==> src/rtl/jt6295_pkg.sv <==
// Shared definitions for the jt6295 ROM scheduler: requester ids, FSM encoding,
// ROM address width and a one-hot decode helper.
`timescale 1ns/1ps
package jt6295_pkg;

    localparam int ROM_AW = 18;
    localparam int NUM_CH = 4;
    localparam int NUM_REQ = NUM_CH + 1;

    typedef logic [2:0] req_id_t;

    localparam req_id_t REQ_CH0 = 3'd0;
    localparam req_id_t REQ_CH1 = 3'd1;
    localparam req_id_t REQ_CH2 = 3'd2;
    localparam req_id_t REQ_CH3 = 3'd3;
    localparam req_id_t REQ_HDR = 3'd4;

    typedef enum logic {
        ST_IDLE = 1'b0,
        ST_WAIT = 1'b1
    } sched_state_t;

    function automatic logic [1:0] onehot_to_idx(input logic [3:0] oh);
        logic [1:0] idx;
        idx = 2'd0;
        for (int i = 0; i < 4; i++) begin
            if (oh[i]) begin
                idx = i[1:0];
            end
        end
        return idx;
    endfunction

endpackage

==> src/rtl/jt6295_rr_arb.sv <==
// Four-way round-robin picker. The pointer names the channel with the highest
// priority on the next pick; it moves past the winner only when advance is set.
`timescale 1ns/1ps
module jt6295_rr_arb
    import jt6295_pkg::*;
(
    input  logic       i_clk,
    input  logic       i_rst,
    input  logic [3:0] i_req,
    input  logic       i_advance,
    output logic [3:0] o_gnt
);

    logic [1:0] r_ptr;
    logic [1:0] w_idx;
    logic [3:0] w_gnt;

    // Scan from furthest to nearest so the channel closest to the pointer wins.
    always_comb begin
        w_gnt = 4'b0000;
        w_idx = 2'd0;
        for (int k = 3; k >= 0; k--) begin
            w_idx = r_ptr + k[1:0];
            if (i_req[w_idx]) begin
                w_gnt = 4'b0001 << w_idx;
            end
        end
    end

    always_ff @(posedge i_clk) begin
        if (i_rst) begin
            r_ptr <= 2'd0;
        end else if (i_advance && (|w_gnt)) begin
            r_ptr <= onehot_to_idx(w_gnt) + 2'd1;
        end
    end

    assign o_gnt = w_gnt;

endmodule

==> src/rtl/jt6295_rom_sched.sv <==
// Shares one ADPCM ROM port between the phrase-table reader and four voices,
// with a one-byte cache per requester. Optional ROM timeout: JT6295_ROM_TOUT_EN.
`timescale 1ns/1ps
module jt6295_rom_sched
    import jt6295_pkg::*;
#(
    parameter int unsigned TOUT = 255
) (
    input  logic              i_clk,
    input  logic              i_rst,
    input  logic [9:0]        i_hdr_addr,
    input  logic              i_hdr_cs,
    output logic [7:0]        o_hdr_data,
    output logic              o_hdr_ok,
    input  logic [71:0]       i_ch_addr,
    input  logic [3:0]        i_ch_cs,
    output logic [31:0]       o_ch_data,
    output logic [3:0]        o_ch_ok,
    output logic [ROM_AW-1:0] o_rom_addr,
    output logic              o_rom_cs,
    input  logic [7:0]        i_rom_data,
    input  logic              i_rom_ok,
    output logic              o_rom_err
);

    logic [ROM_AW-1:0] w_reqAddr [NUM_REQ];
    logic [NUM_REQ-1:0] w_reqCs;
    logic [NUM_REQ-1:0] w_hit;
    logic [NUM_REQ-1:0] w_pend;

    logic [ROM_AW-1:0] r_cacheAddr [NUM_REQ];
    logic [7:0]        r_cacheData [NUM_REQ];
    logic [NUM_REQ-1:0] r_cacheValid;

    sched_state_t      r_state;
    sched_state_t      w_nextState;
    logic              r_romCs;
    logic              r_first;
    logic [ROM_AW-1:0] r_romAddr;
    req_id_t           r_owner;
    req_id_t           w_nextOwner;
    logic              w_grant;
    logic              w_advance;
    logic              w_fill;
    logic [7:0]        w_fillData;
    logic [3:0]        w_chGnt;

`ifdef JT6295_ROM_TOUT_EN
    logic [7:0]        r_waitCnt;
    logic              r_romErr;
    logic              w_timeout;
`endif

    // Index 4 is the header reader; its 10-bit address sits in the low bits of the ROM space.
    always_comb begin
        for (int n = 0; n < NUM_CH; n++) begin
            w_reqAddr[n] = i_ch_addr[18*n +: 18];
            w_reqCs[n]   = i_ch_cs[n];
        end
        w_reqAddr[REQ_HDR] = {8'd0, i_hdr_addr};
        w_reqCs[REQ_HDR]   = i_hdr_cs;
        for (int n = 0; n < NUM_REQ; n++) begin
            w_hit[n] = w_reqCs[n] && r_cacheValid[n] && (r_cacheAddr[n] == w_reqAddr[n]);
        end
        w_pend = w_reqCs & ~w_hit;
    end

    jt6295_rr_arb u_arb (
        .i_clk     (i_clk),
        .i_rst     (i_rst),
        .i_req     (w_pend[3:0]),
        .i_advance (w_advance),
        .o_gnt     (w_chGnt)
    );

    always_ff @(posedge i_clk) begin
        if (i_rst) begin
            r_state <= ST_IDLE;
        end else begin
            r_state <= w_nextState;
        end
    end

    // The first WAIT cycle ignores rom_ok because the SDRAM ok lags the address change.
    always_comb begin
        w_nextState = r_state;
        w_grant     = 1'b0;
        w_advance   = 1'b0;
        w_nextOwner = REQ_HDR;
        w_fill      = 1'b0;
        w_fillData  = i_rom_data;
`ifdef JT6295_ROM_TOUT_EN
        w_timeout   = 1'b0;
`endif
        unique case (r_state)
            ST_IDLE: begin
                if (w_pend[REQ_HDR]) begin
                    w_grant     = 1'b1;
                    w_nextOwner = REQ_HDR;
                    w_nextState = ST_WAIT;
                end else if (|w_pend[3:0]) begin
                    w_grant     = 1'b1;
                    w_advance   = 1'b1;
                    w_nextOwner = {1'b0, onehot_to_idx(w_chGnt)};
                    w_nextState = ST_WAIT;
                end
            end
            ST_WAIT: begin
                if (!r_first && i_rom_ok) begin
                    w_fill      = 1'b1;
                    w_nextState = ST_IDLE;
                end
`ifdef JT6295_ROM_TOUT_EN
                else if (r_waitCnt == (TOUT[7:0] - 8'd1)) begin
                    w_fill      = 1'b1;
                    w_fillData  = 8'h00;
                    w_timeout   = 1'b1;
                    w_nextState = ST_IDLE;
                end
`endif
            end
            default: begin
                w_nextState = ST_IDLE;
            end
        endcase
    end

    // The fill always uses the latched address, so a requester that moved on sees a miss.
    always_ff @(posedge i_clk) begin
        if (i_rst) begin
            r_romCs      <= 1'b0;
            r_romAddr    <= '0;
            r_owner      <= REQ_CH0;
            r_first      <= 1'b0;
            r_cacheValid <= '0;
            for (int n = 0; n < NUM_REQ; n++) begin
                r_cacheAddr[n] <= '0;
                r_cacheData[n] <= 8'h00;
            end
        end else begin
            if (w_grant) begin
                r_owner   <= w_nextOwner;
                r_romAddr <= w_reqAddr[w_nextOwner];
                r_romCs   <= 1'b1;
                r_first   <= 1'b1;
            end else if (r_state == ST_WAIT) begin
                r_first <= 1'b0;
            end
            if (w_fill) begin
                r_cacheData[r_owner]  <= w_fillData;
                r_cacheAddr[r_owner]  <= r_romAddr;
                r_cacheValid[r_owner] <= 1'b1;
                r_romCs               <= 1'b0;
            end
        end
    end

`ifdef JT6295_ROM_TOUT_EN
    always_ff @(posedge i_clk) begin
        if (i_rst) begin
            r_waitCnt <= 8'd0;
            r_romErr  <= 1'b0;
        end else begin
            if (w_grant) begin
                r_waitCnt <= 8'd0;
            end else if (r_state == ST_WAIT) begin
                r_waitCnt <= r_waitCnt + 8'd1;
            end
            if (w_timeout) begin
                r_romErr <= 1'b1;
            end
        end
    end

    assign o_rom_err = r_romErr;
`else
    assign o_rom_err = 1'b0;
`endif

    always_comb begin
        for (int n = 0; n < NUM_CH; n++) begin
            o_ch_data[8*n +: 8] = r_cacheData[n];
        end
    end

    assign o_ch_ok    = w_hit[3:0];
    assign o_hdr_ok   = w_hit[REQ_HDR];
    assign o_hdr_data = r_cacheData[REQ_HDR];
    assign o_rom_addr = r_romAddr;
    assign o_rom_cs   = r_romCs;

endmodule
==> config.mk <==
export PLATFORM = sky130hd
export DESIGN_NAME = jt6295_rom_sched
export DESIGN_NICKNAME = d
export VERILOG_FILES = /design/src/rtl/jt6295_pkg.sv /design/src/rtl/jt6295_rr_arb.sv /design/src/rtl/jt6295_rom_sched.sv
export SDC_FILE = /design/constraint.sdc
export NUM_CORES = 1
export LEC_CHECK = 0
export CORE_MARGIN = 3
export CORE_UTILIZATION = 45
export DETAILED_ROUTE_END_ITERATION = 16
export PLACE_DENSITY = 0.75
export SLEW_MARGIN = 5
export SYNTH_ARGS = -nofsm -noshare
export SYNTH_HDL_FRONTEND = slang
export SYNTH_SLANG_ARGS = --single-unit
==> constraint.sdc <==
create_clock -name i_clk -period 10.9 [get_ports i_clk]
set_input_delay 2.18 -clock i_clk [delete_from_list [all_inputs] [get_ports i_clk]]
set_output_delay 2.18 -clock i_clk [all_outputs]
set_load 0.1 [all_outputs]
==> impl_metrics.tcl, run 1 <==
set metrics [dict create \
    routedWlPerCell_microns 22.6 \
    finalSetupViolCount 0 \
    critPathArrivalTime_ns 4.95 \
    synth_most_common_cell "and2_1" \
    post_cts_buffers 0 \
    syn2layout_area_growth_pct 31.0 \
    crit_type "in2out" \
    period_share_pct 65.4 \
    synth_top_area_cell "edfxtp_1" \
    r2r-start "u_arb.r_ptr[0]$_SDFFE_PP0P_" \
    nets 934 \
    globalplace.congestion 0.898 \
    startpoint_type "input pin" \
    grt_use_total_pct 24.5 \
    grt_max_degree 29 \
    wirelength_met1_microns 9520 \
    r2r_end "o_rom_addr[3]$_SDFFE_PP0P_" \
    maxCapViolCount 0 \
    critPathSlowestCell "clkdlybuf4s50_1" \
    ys_seq_elements 161 \
    grt_pass1_wl_microns 36200 \
    seq_area_frac_synth_pct 56.4 \
    worst_slew_pin_slew_ns 1.36 \
    antenna_found_initial 1 \
    hpwlAfterDp_microns 17600 \
    worstSkewPairLatency_ns 0.42 \
    post-place-ws_ns 3.81 \
    fin_skew_ns 0.00660 \
    synth_cell_types 62 \
    synth_area_leaders "edfxtp_1 49%, and2_1 10%, dfxtp_1 7.7%" \
    synth.top_cell.area_share_pct 48.6 \
    via_per_inst 5.64 \
    synth_area_sq_um 8030 \
    leakagePower_nw 4.07 \
    met3_length_microns 2290 \
    worstHoldEndpoint "o_rom_cs$_SDFFE_PP0P_" \
    cpMostUsedCell "clkdlybuf4s50_1" \
    fin_setup_tns_ns 0 \
    top_layer "met5" \
    core_sq_um 17400 \
    root_buffer "clkbuf_16" \
    cts_inserted_buffers 17 \
    drtIter0Drc 474 \
    finalMaxSlewViolations 0 \
    min_period_ns 7.13 \
    grt_pass1_vias 6139 \
    worstHoldStart "o_rom_cs$_SDFFE_PP0P_" \
    crit_required_ns 8.72 \
    async_reset_ff_share_pct 0 \
    die_w_microns 140 \
    initial_core_util_pct 46.2 \
    rows 48 \
    path_cells "clkdlybuf4s50_1 -> xor2_1 -> nor4_1 -> nand4_1 -> nor2_1 -> clkdlybuf4s50_1" \
    syn_nets 769 \
    cts_hold_buffers 0 \
    outcome "completed" \
    end_kind "primary output" \
    portBuffers 161 \
    io_pins 163 \
    fin_cells 1066 \
    fmax_mhz 140 \
    setup_ws_ns 3.77 \
    cp_top_family "buffers and inverters" \
    netlist_instances 663 \
    pwr_density_cell_nw_per_um2 181 \
    yosys-top-cells-count "131 x and2_1, 130 x edfxtp_1, 63 x xor2_1" \
    drtAntennaViolNets 0 \
    slew_headroom_pct 9.39 \
    min_path_cells 2 \
    clkTransAtPathRegs_ns 0.06 \
    ys_dominant_reg_cell "edfxtp_1" \
    diodes 0 \
    avgSynthCellArea_sq_um 12.1 \
    fill_cells 1364 \
    holdWs_ns 0.465 \
    drcViolationCount 0 \
    dr_wl_met2_microns 11400 \
    critPathBufInv 2 \
    rr_worst_depth 11 \
    cts_sinks 161 \
    finalWirelength_microns 24100 \
    cts_buffer_depth 2 \
    cts_resized 0 \
    crit_fanout 3 \
    finalHoldViolCount 0 \
    ir_drop_v 0.000116 \
    gr-total-overflow 0 \
    synth_edf_count 130 \
    fin_util_pct 60.6 \
    dp_cells 1034 \
    max_stage_delay_ns 1.17 \
    min_path_type "reg2reg" \
    cts_max_level 4 \
    yosys_warnings 0 \
    vias 6012 \
    rsz0062_at_grt "false" \
    dieArea_sq_um 19500 \
    reg2reg_slack_ns 6.84 \
    die_h_microns 140 \
    drive_above_1_share_pct 7.85 \
    cts_tree "yes" \
    drt_first_pass_iters 6 \
]
[cell usage in the layout (no fill, tap or decap), types with 11 or more instances in the layout]
cell / n
a21o_1: 11
nor2_1: 23
nand3_1: 15
nand4_1: 14
clkdlybuf4s50_1: 161
mux2i_1: 19
xor2_1: 63
nand2_1: 20
xnor2_1: 16
o21ai_0: 11
clkbuf_16: 17
dfxtp_1: 31
and2_1: 131
nor4_1: 17
o21ai_1: 13
inv_1: 11
edfxtp_1: 130
[kinds of logic after synthesis]
group	share of synthesized area (%)
AO/OA/AOI/OAI	9.18
XOR/XNOR	8.62
adder cells (fa/ha/maj)	1.25
buffers and inverters	2.07
flip-flops	56.4
multiplexers	3.87
other	0.0467
AND/OR/NAND/NOR	18.6
[worst max path at each step]
stage | from | end | slack, ns | cells after the start
after detailed placement | i_ch_addr[61] | o_ch_ok[3] | 3.81 | 6
after global placement | i_ch_addr[65] | o_ch_ok[3] | 3.74 | 6
after CTS | i_ch_addr[61] | o_ch_ok[3] | 3.78 | 6
final | i_ch_addr[61] | o_ch_ok[3] | 3.77 | 6
after floorplan | i_ch_addr[15] | o_ch_ok[0] | 4.70 | 4
after global routing | i_hdr_cs | o_hdr_ok | 3.69 | 6
[worst register-to-register path, stage by stage (launching register included)]
cell and delay, ns:
dfxtp_1 0.58, clkinv_1 0.39, ha_1 0.52, nor2b_1 0.15, o21ai_0 0.14, a21oi_1 0.33, o211ai_2 0.14, a311oi_2 0.41
a21o_1 0.41, o21ai_4 0.31, a21o_1 0.29, a211o_1 0.28
[routing by layer]
metal,up-vias,track usage [%]
met3,57,6.77
met2,314,39.2
met4,2,10.4
met5,-,0
met1,2890,31.5
li1,2749,-
[per-stage QoR]
stage          power [mW]  cell area, sq um
3_5_place_dp         1.28              9890
3_3_place_gp         1.27              9890
5_1_grt              1.96             10500
6_report             1.91             10500
4_1_cts              1.91             10500
2_1_floorplan        1.11              8030
[flip-flops by register name (all words and copies together) (netlist names)]
| signal | cells |
|---|---|
| r_first | 1 |
| u_arb.r_ptr | 2 |
| r_state | 1 |
| r_cacheAddr | 90 |
| o_rom_addr | 18 |
| r_owner | 3 |
| r_cacheValid | 5 |
| r_cacheData | 40 |
| o_rom_cs | 1 |
[where the power goes]
part	switching [mW]	leakage (nW)	internal [mW]	total [mW]
sequential	0.0514	1.60	0.702	0.754
clock	0.239	0.305	0.391	0.630
combinational	0.359	2.17	0.164	0.523
total	0.649	4.07	1.26	1.91
[layout make-up]
type | instances | area, sq um | share of cell area (%)
clock inverter | 12 | 181 | 1.73
multi-input combinational | 466 | 3360 | 31.9
timing repair buffer | 170 | 1680 | 16.0
inverter | 12 | 45.0 | 0.428
clock buffer | 20 | 447 | 4.25
sequential | 161 | 4520 | 43.0
tap | 225 | 282 | 2.68
Note: power is estimated with default switching activity, not from simulation.
==> run 2, diff against run 1 <==
--- a/config.mk
+++ b/config.mk
@@ -8,7 +8,7 @@
 export CORE_MARGIN = 3
 export CORE_UTILIZATION = 45
 export DETAILED_ROUTE_END_ITERATION = 16
-export PLACE_DENSITY = 0.75
+export PLACE_DENSITY = 0.78
 export SLEW_MARGIN = 5
 export SYNTH_ARGS = -nofsm -noshare
 export SYNTH_HDL_FRONTEND = slang
==> constraint.sdc (replaced) <==
create_clock -name i_clk -period 6.2 [get_ports i_clk]
set_input_delay 1.24 -clock i_clk [delete_from_list [all_inputs] [get_ports i_clk]]
set_output_delay 1.24 -clock i_clk [all_outputs]
set_load 0.1 [all_outputs]
==> run 2 against run 1 <==
Net effect:
- utilization decreased by 0.30 points
- combinational power increased by 71%
- critical endpoint is now o_rom_addr[1]$_SDFFE_PP0P_
- sequential power increased by 75%
- cell count unchanged
- total power increased by 72%
- clock skew increased by 0.0026 ns
- highest routed layer is now met4
- via count decreased by 2.2%
==> impl_metrics.tcl, run 2 (synthesis results as in run 1) <==
set metrics [dict create \
    outcome "completed" \
    fin_setup_tns_ns 0 \
    fin_skew_ns 0.00921 \
    final_common_cell "clkdlybuf4s50_1" \
    crit_type "in2reg" \
    rr_worst_depth 11 \
    antenna_found_initial 0 \
    cts_sinks 161 \
    p_sw_mw 1.11 \
    cts_max_level 4 \
    nets 934 \
    finalSetupViolCount 0 \
    cts_resized 0 \
    ir_drop_v 0.000221 \
    leakagePower_nw 4.05 \
    largest_reg_flops 90 \
    rsz0062_at_grt "false" \
    gr-total-overflow 0 \
    switching_share_pct 33.9 \
    path_cells "clkdlybuf4s50_1 -> xor2_1 -> nor4_1 -> nand4_1 -> o21ai_2 -> mux4_2 -> a21boi_2 -> a311oi_2 -> a21o_1 -> o21ai_4 -> mux2i_1 -> a211o_1" \
    final_cell_mix "156 x clkdlybuf4s50_1, 131 x and2_1, 130 x edfxtp_1, 63 x xor2_1, 31 x dfxtp_1" \
    period_share_pct 75.3 \
    min_path_type "reg2reg" \
    diodes 0 \
    cts_inserted_buffers 17 \
    globalplace.congestion 0.954 \
    critPathSlowestCell "o21ai_4" \
    slew_headroom_pct 29.2 \
    min_period_ns 4.67 \
    root_buffer "clkbuf_16" \
    regMostFlops "r_cacheAddr" \
    drtIter0Drc 509 \
    vias 5878 \
    finalHoldViolCount 0 \
    core_sq_um 17400 \
    worstSkewPairLatency_ns 0.43 \
    worst_slew_pin_slew_ns 1.06 \
    die_h_microns 140 \
    finalMaxSlewViolations 0 \
    grt_max_degree 29 \
    cts_buffer_depth 2 \
    drtAntennaViolNets 0 \
    pwr-share-comb_pct 27.4 \
    dieArea_sq_um 19500 \
    max_stage_delay_ns 0.64 \
    drt_first_pass_iters 6 \
    routedWlPerCell_microns 21.9 \
    seq_area_sq_um 4520 \
    die_w_microns 140 \
    via_per_inst 5.51 \
    holdWs_ns 0.461 \
    fill_cells 1433 \
    fin_area_sq_um 10500 \
    rows 48 \
    initial_core_util_pct 46.2 \
    multi_input_area_sq_um 3360 \
    portBuffers 161 \
    min_path_cells 1 \
    hpwlAfterDp_microns 17100 \
    post_cts_buffers 0 \
    pwr_density_cell_nw_per_um2 313 \
    clkTransAtPathRegs_ns 0.06 \
    seq_power_share_pct 40.3 \
    startpoint_type "input pin" \
    grt_pass1_vias 6090 \
    finalWirelength_microns 23300 \
    end_kind "register" \
    crit_required_ns 6.52 \
    critPathArrivalTime_ns 4.98 \
    fmax_mhz 214 \
    cts_tree "yes" \
    drive_above_1_share_pct 8.09 \
    grt_use_total_pct 24.2 \
    grt_pass1_wl_microns 35800 \
    drcViolationCount 0 \
    placed_area_sq_um 9870 \
    internal-power_mw 2.16 \
    p_clk_share_pct 32.3 \
    io_pins 163 \
    crit_fanout 18 \
    cts_hold_buffers 0 \
    maxCapViolCount 0 \
    syn2layout_area_growth_pct 30.4 \
]
## run 2: changes by cell type in the layout (fill, tap and decap cells not counted)
cell | previous run | this run
clkdlybuf4s50_1 | 161 | 156
clkinv_1 | 1 | 3
clkinvlp_4 | 1 | 3
inv_6 | 2 | 0
clkbuf_1 | 2 | 3
buf_4 | 9 | 14
bufinv_16 | 4 | 3
clkinv_4 | 3 | 1
## run 2: worst paths after layout
path                                          from  slack [ns]                           end
hold reg to reg       r_cacheValid[1]$_SDFFE_PP0P_        0.46  r_cacheValid[1]$_SDFFE_PP0P_
setup reg to reg  r_cacheAddr[1][14]$_SDFFCE_PN0P_        2.39    o_rom_addr[1]$_SDFFE_PP0P_
setup / recovery                     i_ch_addr[32]        1.53    o_rom_addr[1]$_SDFFE_PP0P_
hold / removal        r_cacheValid[1]$_SDFFE_PP0P_        0.46  r_cacheValid[1]$_SDFFE_PP0P_
## run 2: through the flow
stage	power, mW	util [%]	instances	worst slack [ns]
after detailed placement	2.23	56.9	1034	1.15
after CTS	3.27	60.3	1066	1.59
after floorplan	1.95	-	663	1.88
final	3.27	60.3	1066	1.53
after global routing	3.38	60.3	1066	1.37
after global placement	2.22	56.9	1034	1.29
## run 2: power by group through the flow
stage / Sequential [mW] / Combinational, mW / Clock (mW)
CTS: 1.32 / 0.889 / 1.07
finish: 1.32 / 0.896 / 1.06
detailed placement: 1.34 / 0.886 / 0
floorplan: 1.57 / 0.383 / 0
global placement: 1.34 / 0.878 / 0
global route: 1.33 / 0.938 / 1.11
## run 2: cell type report
class,count,area share (%)
clock buffer,21,4.30
multi-input combinational,466,32.1
clock inverter,11,1.33
inverter,12,0.430
sequential,161,43.2
tap,225,2.69
timing repair buffer,170,15.9
## run 2: metal layers
layer / track usage, % / up-vias / share of wire, %
li1: - / 2742 / -
met1: 30.8 / 2800 / 40
met2: 38.8 / 297 / 47
met3: 8.42 / 39 / 10
met4: 8.31 / 0 / 2.4
met5: 0 / - / 0
## run 2: worst max-delay path: cells and delay by family
family	cells	cell delay, ns
AO/OA/AOI/OAI	6	1.80
AND/OR/NAND/NOR	2	0.78
multiplexers	2	0.55
buffers and inverters	1	0.45
XOR/XNOR	1	0.16
==> run 3, diff against run 2 <==
--- a/config.mk
+++ b/config.mk
@@ -8,7 +8,7 @@
 export CORE_MARGIN = 3
 export CORE_UTILIZATION = 45
 export DETAILED_ROUTE_END_ITERATION = 16
-export PLACE_DENSITY = 0.78
+export PLACE_DENSITY = 0.75
 export SLEW_MARGIN = 5
 export SYNTH_ARGS = -nofsm -noshare
 export SYNTH_HDL_FRONTEND = slang
==> constraint.sdc (replaced) <==
create_clock -name i_clk -period 4.6 [get_ports i_clk]
set_input_delay 0.92 -clock i_clk [delete_from_list [all_inputs] [get_ports i_clk]]
set_output_delay 0.92 -clock i_clk [all_outputs]
set_load 0.1 [all_outputs]
==> run 3 against run 2 <==
Net effect:
- first-iteration DRC count increased by 46%
- count of clock-buffer cells in the layout decreased by 4
- global-route usage increased by 0.56 points
- design area increased by 0.57%
- sequential share of layout area decreased by 0.25 points
- worst hold slack got worse by 0.0031 ns
- clock power increased by 26%
- worst setup slack got worse by 1.1 ns
- critical endpoint is now o_rom_addr[15]$_SDFFE_PP0P_
==> impl_metrics.tcl, run 3 (synthesis results as in run 1) <==
set metrics [dict create \
    busiest_layer "met2" \
    syn2layout_area_growth_pct 31.1 \
    setup_ws_ns 0.475 \
    fmax_mhz 242 \
    fin_util_pct 60.6 \
    maxCapViolCount 0 \
    regMostFlops "r_cacheAddr" \
    dieArea_sq_um 19500 \
    cts_buffer_depth 2 \
    crit_type "in2reg" \
    final_cell_mix "156 x clkdlybuf4s50_1, 131 x and2_1, 130 x edfxtp_1, 63 x xor2_1, 31 x dfxtp_1" \
    io_pins 163 \
    post-place-ws_ns 0.104 \
    finalMaxSlewViolations 0 \
    die_h_microns 140 \
    ir_drop_v 0.000271 \
    antenna_found_initial 0 \
    switching_share_pct 35.5 \
    min_period_ns 4.13 \
    startpoint_type "input pin" \
    initial_core_util_pct 46.2 \
    outcome "completed" \
    cts_hold_buffers 0 \
    via_per_inst 5.69 \
    drive_above_1_share_pct 9.86 \
    drcViolationCount 0 \
    worst_slew_pin_slew_ns 1.02 \
    globalplace.congestion 0.952 \
    drtAntennaViolNets 0 \
    gr-usage-met2_pct 40.1 \
    rows 48 \
    cts_inserted_buffers 17 \
    fin_skew_ns 0.00951 \
    pwr_density_cell_nw_per_um2 418 \
    pwr-share-comb_pct 29.0 \
    leakagePower_nw 4.10 \
    grt_use_total_pct 24.8 \
    finalHoldViolCount 0 \
    critPathArrivalTime_ns 4.43 \
    slew_headroom_pct 31.7 \
    crit_fanout 10 \
    p_clk_share_pct 30.5 \
    gr-total-overflow 0 \
    met3_usage_pct 8.01 \
    end_kind "register" \
    rsz0062_at_grt "false" \
    nets 946 \
    vias 6138 \
    drtIter0Drc 743 \
    final_common_cell "clkdlybuf4s50_1" \
    period_share_pct 89.7 \
    p_sw_mw 1.56 \
    cts_max_level 4 \
    fin_area_sq_um 10500 \
    clkTransAtPathRegs_ns 0.06 \
    worstSkewPairLatency_ns 0.43 \
    finalSetupViolCount 0 \
    grt_pass1_vias 6136 \
    die_w_microns 140 \
    hpwlAfterDp_microns 18000 \
    p_total_mw 4.40 \
    grt_pass1_wl_microns 36500 \
    cts_sinks 161 \
    cts_resized 0 \
    largest_reg_flops 90 \
    finalWirelength_microns 24300 \
    placed_area_sq_um 9960 \
    routedWlPerCell_microns 22.5 \
    root_buffer "clkbuf_16" \
    drt_first_pass_iters 6 \
    seq_power_share_pct 40.5 \
    use_met1_pct 31.3 \
    min_path_type "reg2reg" \
    fin_setup_tns_ns 0 \
    crit_required_ns 4.90 \
    core_sq_um 17400 \
    reg2reg_slack_ns 0.96 \
    grt_max_degree 28 \
    post_cts_buffers 0 \
    internal-power_mw 2.84 \
    portBuffers 161 \
    cts_tree "yes" \
]
## run 3: power groups by stage
| stage | sequential [mW] | combinational, mW | clock [mW] |
|---|---|---|---|
| after global placement | 1.81 | 1.24 | 0 |
| after detailed placement | 1.81 | 1.26 | 0 |
| final | 1.78 | 1.28 | 1.34 |
| after CTS | 1.78 | 1.26 | 1.35 |
| after global routing | 1.79 | 1.33 | 1.41 |
| after floorplan | 2.11 | 0.516 | 0 |
## run 3: routing by layer
layer / wire [microns] / vias up
met5: 0 / -
met4: 840 / 0
met3: 2430 / 66
met2: 11400 / 341
met1: 9600 / 2955
li1: - / 2776
## run 3: final timing paths
path	from	cells after the start	to
max	i_ch_addr[57]	13	o_rom_addr[15]$_SDFFE_PP0P_
min	r_cacheValid[4]$_SDFFE_PP0P_	1	r_cacheValid[4]$_SDFFE_PP0P_
max reg2reg	u_arb.r_ptr[0]$_SDFFE_PP0P_	12	o_rom_addr[4]$_SDFFE_PP0P_
min reg2reg	r_cacheValid[4]$_SDFFE_PP0P_	1	r_cacheValid[4]$_SDFFE_PP0P_
## run 3: cell type report
type                    count  area [sq um]
fillers                  1359          6830
flip-flops and latches    161          4520
multi-input cells         466          3360
repair buffers            182          1760
clock buffers              17           425
well taps                 225           282
clock inverters            14           131
inverters                  12          45.0
diodes                      1          2.50
## run 3: through the flow
stage               std cells  hold WS (ns)
finish                   1078         0.458
global route             1077         0.472
CTS                      1077         0.459
detailed placement       1046         0.446
global placement         1046         0.437
floorplan                 663         0.420
## run 3: worst max-delay path, cell delays in order
cell and delay [ns]:
clkdlybuf4s50_1 0.51, xor2_1 0.22, nor4_1 0.39, nand4_1 0.25, o21ai_2 0.25, mux2i_1 0.16, mux2_4 0.38, a311oi_2 0.47
a21oi_2 0.11, o21ai_4 0.09, buf_4 0.23, mux2i_1 0.32, o21ai_1 0.10
